**src/rtl/pipe_pkg.sv**
```systemverilog
// Shared types and constants for the IF/ID pipeline register.
package pipe_pkg;
   localparam int DEF_PC_W    = 32;
   localparam int DEF_INSTR_W = 32;

   localparam logic [31:0] NOP_INSTR = 32'h0;

   typedef enum logic [1:0] {
      EMPTY = 2'd0,
      ONE   = 2'd1,
      FULL  = 2'd2
   } buf_state_t;
endpackage

```
**src/rtl/if_id_entry.sv**
```systemverilog
// One {valid, pc, instr} slot; clear wins over load and leaves a NOP behind.
module if_id_entry
   import pipe_pkg::*;
#(
   parameter int PC_W    = DEF_PC_W,
   parameter int INSTR_W = DEF_INSTR_W
) (
   input  logic               clk,
   input  logic               rst,
   input  logic               clear,
   input  logic               load,
   input  logic [PC_W-1:0]    d_pc,
   input  logic [INSTR_W-1:0] d_instr,
   output logic               valid,
   output logic [PC_W-1:0]    pc,
   output logic [INSTR_W-1:0] instr
);

   always_ff @(posedge clk or posedge rst) begin
      if (rst) begin
         valid <= 1'b0;
         pc    <= '0;
         instr <= INSTR_W'(NOP_INSTR);
      end else if (clear) begin
         valid <= 1'b0;
         pc    <= '0;
         instr <= INSTR_W'(NOP_INSTR);
      end else if (load) begin
         valid <= 1'b1;
         pc    <= d_pc;
         instr <= d_instr;
      end
   end

endmodule

```
**src/rtl/if_id_pipe.sv**
```systemverilog
// IF->ID register with 2-entry skid: 1-cycle latency, in_ready depends only on state.
// Optional perf counters (stall/flush) enabled by IF_ID_PERF_CNT_EN.
module if_id_pipe
   import pipe_pkg::*;
#(
   parameter int PC_W    = DEF_PC_W,
   parameter int INSTR_W = DEF_INSTR_W
) (
   input  logic               clk,
   input  logic               rst,
   input  logic               flush,
   input  logic               in_valid,
   output logic               in_ready,
   input  logic [PC_W-1:0]    in_pc,
   input  logic [INSTR_W-1:0] in_instr,
   output logic               out_valid,
   input  logic               out_ready,
   output logic [PC_W-1:0]    out_pc,
   output logic [INSTR_W-1:0] out_instr
`ifdef IF_ID_PERF_CNT_EN
   ,
   output logic [31:0]        stall_cnt,
   output logic [31:0]        flush_cnt
`endif
);

   buf_state_t state, next_state;

   logic               accept, pop;
   logic               main_load, main_clear, main_from_skid;
   logic               skid_load, skid_clear;
   logic               main_valid, skid_valid;
   logic [PC_W-1:0]    main_pc, skid_pc, main_d_pc;
   logic [INSTR_W-1:0] main_instr, skid_instr, main_d_instr;

   assign in_ready  = (state != FULL);
   assign accept    = in_valid && in_ready;
   assign pop       = main_valid && out_ready;
   assign out_valid = main_valid;
   assign out_pc    = main_pc;
   assign out_instr = main_instr;

   always_ff @(posedge clk or posedge rst) begin
      if (rst) state <= EMPTY;
      else     state <= next_state;
   end

   always_comb begin
      next_state     = state;
      main_load      = 1'b0;
      main_clear     = 1'b0;
      main_from_skid = 1'b0;
      skid_load      = 1'b0;
      skid_clear     = 1'b0;
      if (flush) begin
         next_state = EMPTY;
         main_clear = 1'b1;
         skid_clear = 1'b1;
      end else begin
         case (state)
            EMPTY: begin
               if (accept) begin
                  next_state = ONE;
                  main_load  = 1'b1;
               end
            end
            ONE: begin
               if (accept && !pop) begin
                  next_state = FULL;
                  skid_load  = 1'b1;
               end else if (accept && pop) begin
                  main_load  = 1'b1;
               end else if (pop) begin
                  next_state = EMPTY;
                  main_clear = 1'b1;
               end
            end
            FULL: begin
               // Skid moves up to main so ordering is preserved.
               if (pop) begin
                  next_state     = ONE;
                  main_load      = 1'b1;
                  main_from_skid = 1'b1;
                  skid_clear     = 1'b1;
               end
            end
            default: next_state = EMPTY;
         endcase
      end
   end

   assign main_d_pc    = main_from_skid ? skid_pc    : in_pc;
   assign main_d_instr = main_from_skid ? skid_instr : in_instr;

   if_id_entry #(.PC_W(PC_W), .INSTR_W(INSTR_W)) u_main (
      .clk     (clk),
      .rst     (rst),
      .clear   (main_clear),
      .load    (main_load),
      .d_pc    (main_d_pc),
      .d_instr (main_d_instr),
      .valid   (main_valid),
      .pc      (main_pc),
      .instr   (main_instr)
   );

   if_id_entry #(.PC_W(PC_W), .INSTR_W(INSTR_W)) u_skid (
      .clk     (clk),
      .rst     (rst),
      .clear   (skid_clear),
      .load    (skid_load),
      .d_pc    (in_pc),
      .d_instr (in_instr),
      .valid   (skid_valid),
      .pc      (skid_pc),
      .instr   (skid_instr)
   );

`ifdef IF_ID_PERF_CNT_EN
   always_ff @(posedge clk or posedge rst) begin
      if (rst) begin
         stall_cnt <= '0;
         flush_cnt <= '0;
      end else begin
         if (in_valid && !in_ready && stall_cnt != 32'hFFFF_FFFF) stall_cnt <= stall_cnt + 32'd1;
         if (flush && flush_cnt != 32'hFFFF_FFFF)                 flush_cnt <= flush_cnt + 32'd1;
      end
   end
`else
   // No performance counters in this build.
`endif

endmodule

```
**config.mk**
```make
export PLATFORM = sky130hd
export DESIGN_NAME = if_id_pipe
export DESIGN_NICKNAME = d
export VERILOG_FILES = /design/src/rtl/pipe_pkg.sv /design/src/rtl/if_id_entry.sv /design/src/rtl/if_id_pipe.sv
export SDC_FILE = /design/constraint.sdc
export NUM_CORES = 1
export LEC_CHECK = 0
export ABC_AREA = 1
export BUFFER_PORTS_ARGS = -buffer_cell sky130_fd_sc_hd__clkbuf_2
export CAP_MARGIN = 20
export CORE_MARGIN = 2
export CORE_UTILIZATION = 45
export CTS_CLUSTER_SIZE = 28
export DETAILED_ROUTE_END_ITERATION = 8
export MAX_ROUTING_LAYER = met4
export PLACE_DENSITY_LB_ADDON = 0.05
export SYNTH_ARGS = -nofsm -noshare
export SYNTH_HDL_FRONTEND = slang
export SYNTH_SLANG_ARGS = --single-unit
```
**constraint.sdc**
```tcl
create_clock -name clk -period 6.07 [get_ports clk]
set_clock_uncertainty 0.1 [all_clocks]
set_input_delay 0.3035 -clock clk [delete_from_list [all_inputs] [get_ports clk]]
set_output_delay 0.3035 -clock clk [all_outputs]
set_load 0.005 [all_outputs]
```
==> impl_metrics.yaml <==
global_routing:
  overflow: 0
  grt_max_degree: 81
  grt_usage_pct: 25.3
  first_global_vias: 5813
  antenna_found_initial: 0
  grt_pass1_wl_um: 28900
synth:
  yosysUniqueCellTypes: 17
  synth_area_per_cell_um2: 7.71
  synth_area_mm2: 0.00625
  synth_seq_cells: 131
  netlist_instances: 811
  yosysSeqAreaShare_pct: 52.4
  synth_fp_nets: 880
  yosys_warnings: 0
place:
  hpwl_um: 9880
  placedCellCount: 1066
  io_buffers: 134
  gp_congestion: 0.753
clock_network:
  insertion_delay_ps: 410
  clkTransAtPathRegs_ps: 50
  ctsHtreeMaxLevel: 4
  numCtsBuffers: 17
  postCtsSetupBuffers: 0
  cts_tree: "yes"
  cts_buffer_depth: 2
  root_buffer: "clkbuf_16"
  clock_sinks: 131
pwr:
  power.density_mw_per_mm2: 314
  ir_drop_mv: 0.173
  power.leakage_nw: 4.39
setup_path:
  crit_fanout: 66
  critical_path_class: "reg -> reg"
  required_ps: 6260
  critPathCaptureType: "flip-flop"
  cpPeakStageDelay_ps: 610
  arrival_ps: 3100
  crit_chain: "inv_2 -> nand2_2 -> nor2_4 -> nor2_4 -> buf_4 -> nand2_2 -> buf_4 -> inv_2 -> buf_12 -> nand2_1 -> nand2_1"
  critPathBufInv: 5
  cp_top_family: "buffers and inverters"
  slowest_stage: "buf_4"
  worst_setup_path_start_kind: "flip-flop"
worst_hold_path:
  min_path_type: "in -> reg"
layout:
  nets: 977
  mostFrequentLayoutCells: "nand2_1 (330), nand3_1 (257), clkbuf_2 (134)"
  antennaDiodeCount: 0
  fill_cells: 1354
  syn_to_final_growth_pct: 21.9
  instances_no_fill: 1098
  final_common_cell: "nand2_1"
  layout-drive-gt1-share_pct: 20.8
sta:
  finalCriticalPeriod_ps: 2910
  max-slew-margin-rel_pct: 48.4
  worst_pin_slew_ps: 774
  grt_setup_unrepaired: "false"
  hold_viol_final: 0
  finalSetupTns_ps: 0
  max_freq_mhz: 344
  slew_violations: 0
  post-route-period-util_pct: 47.9
  setup_viol: 0
route:
  drt_pre_antenna_iters: 5
  met3WireLength_um: 924
  m1WireLength_um: 7860
  post_drt_wl_per_cell_um: 15.9
  drtAntennaViolNets: 0
  vias_per_cell: 5.43
  routed.top_layer: "met4"
  drt_wl_total_um: 17500
  first_iter_violations: 612
  dr_wl_met2_um: 8500
  vias: 5963
  drc: 0
die:
  start_util_pct: 45.6
  placementRows: 43
  die_area_mm2: 0.0149
  die_width_um: 122
  core-area_mm2: 0.0137
  floorplan.io_pins: 135
  die_y_um: 122
status:
  status: "completed"
job:
  cap_violations: 0
-- cell type report --
| class | count | area [um^2] | share of cell area, % |
|---|---|---|---|
| flip-flops and latches | 131 | 3280 | 43.0 |
| multi-input cells | 604 | 2650 | 34.7 |
| repair buffers | 147 | 828 | 10.9 |
| clock buffers | 26 | 549 | 7.20 |
| inverters | 7 | 31.3 | 0.410 |
| clock inverters | 3 | 65.1 | 0.853 |
| well taps | 180 | 225 | 2.95 |
-- stage by stage --
stage	hold WS [ps]	utilization, %	cell area (um^2)	setup slack [ps]	total power, mW
2_1_floorplan	348	-	6250	2170	1.21
3_3_place_gp	264	50.4	6910	2730	1.34
3_5_place_dp	269	50.7	6950	2710	1.35
4_1_cts	24.6	55.2	7580	2870	2.41
5_1_grt	39.5	55.6	7630	2950	2.51
6_report	41.9	55.6	7630	3160	2.39
-- report_power, final --
group | total, mW | switching (mW) | internal [mW]
combinational | 0.339 | 0.221 | 0.118
clock | 1.05 | 0.357 | 0.697
sequential | 1.00 | 0.0467 | 0.955
total | 2.39 | 0.625 | 1.77
-- layer usage --
metal	GRT usage, %	vias to the layer above
met5	-	-
met4	8.19	0
met3	4.35	14
met2	41.1	221
met1	32.5	2888
li1	-	2840
-- what timing repair did --
action | 4_1_cts | 5_1_grt
hold buffers | 1 | 0
hold endpoints to repair | 51 | 0
resized for setup | 0 | 0
-- logic make-up (layout without fill, tap and decap cells) --
logic type | after synthesis | in the layout | synth area share (%)
buffers and inverters | 76 | 183 | 5.72
AND/OR/NAND/NOR | 601 | 601 | 41.6
AO/OA/AOI/OAI | 3 | 3 | 0.260
flip-flops | 131 | 131 | 52.4
-- worst min-delay path: stages --
cell and delay, ps:
clkbuf_2 90, nand3_1 70, nand2_1 50
-- synth_stat cells --
cell / instances / area (um^2)
nand2_1: 331 / 1240
a31oi_1: 1 / 6.26
buf_6: 1 / 11.3
nor2_2: 3 / 18.8
nor2_1: 5 / 18.8
clkbuf_1: 19 / 71.3
dfrtp_1: 131 / 3280
buf_2: 46 / 230
nand3_2: 1 / 10.0
inv_1: 3 / 11.3
buf_1: 1 / 3.75
inv_2: 4 / 15.0
nand2_2: 4 / 25.0
buf_4: 2 / 15.0
o21ai_0: 1 / 5.00
nand3_1: 257 / 1290
a21oi_1: 1 / 5.00
-- state kept, by name, indices dropped and copies added (netlist names) --
register / count
u_main.instr: 32
u_skid.pc: 32
state: 2
u_skid.instr: 32
u_main.pc: 32
u_main.valid: 1
-- worst paths after layout --
path | from | endpoint | slack (ps) | cells after the start
worst min register to register | u_main.pc[30] | u_main.pc[30] | 370 | 2
max in group asynchronous | rst | u_main.pc[16] | 4490 | 5
worst min-delay path | in_pc[10] | u_skid.pc[10] | 40 | 3
min in group asynchronous | rst | u_main.instr[9] | 380 | 3
worst max-delay path | state[0] | u_main.instr[1] | 3160 | 11
worst max register to register | state[0] | u_main.instr[1] | 3160 | 11
No activity file was read; power rests on OpenSTA's default activity.
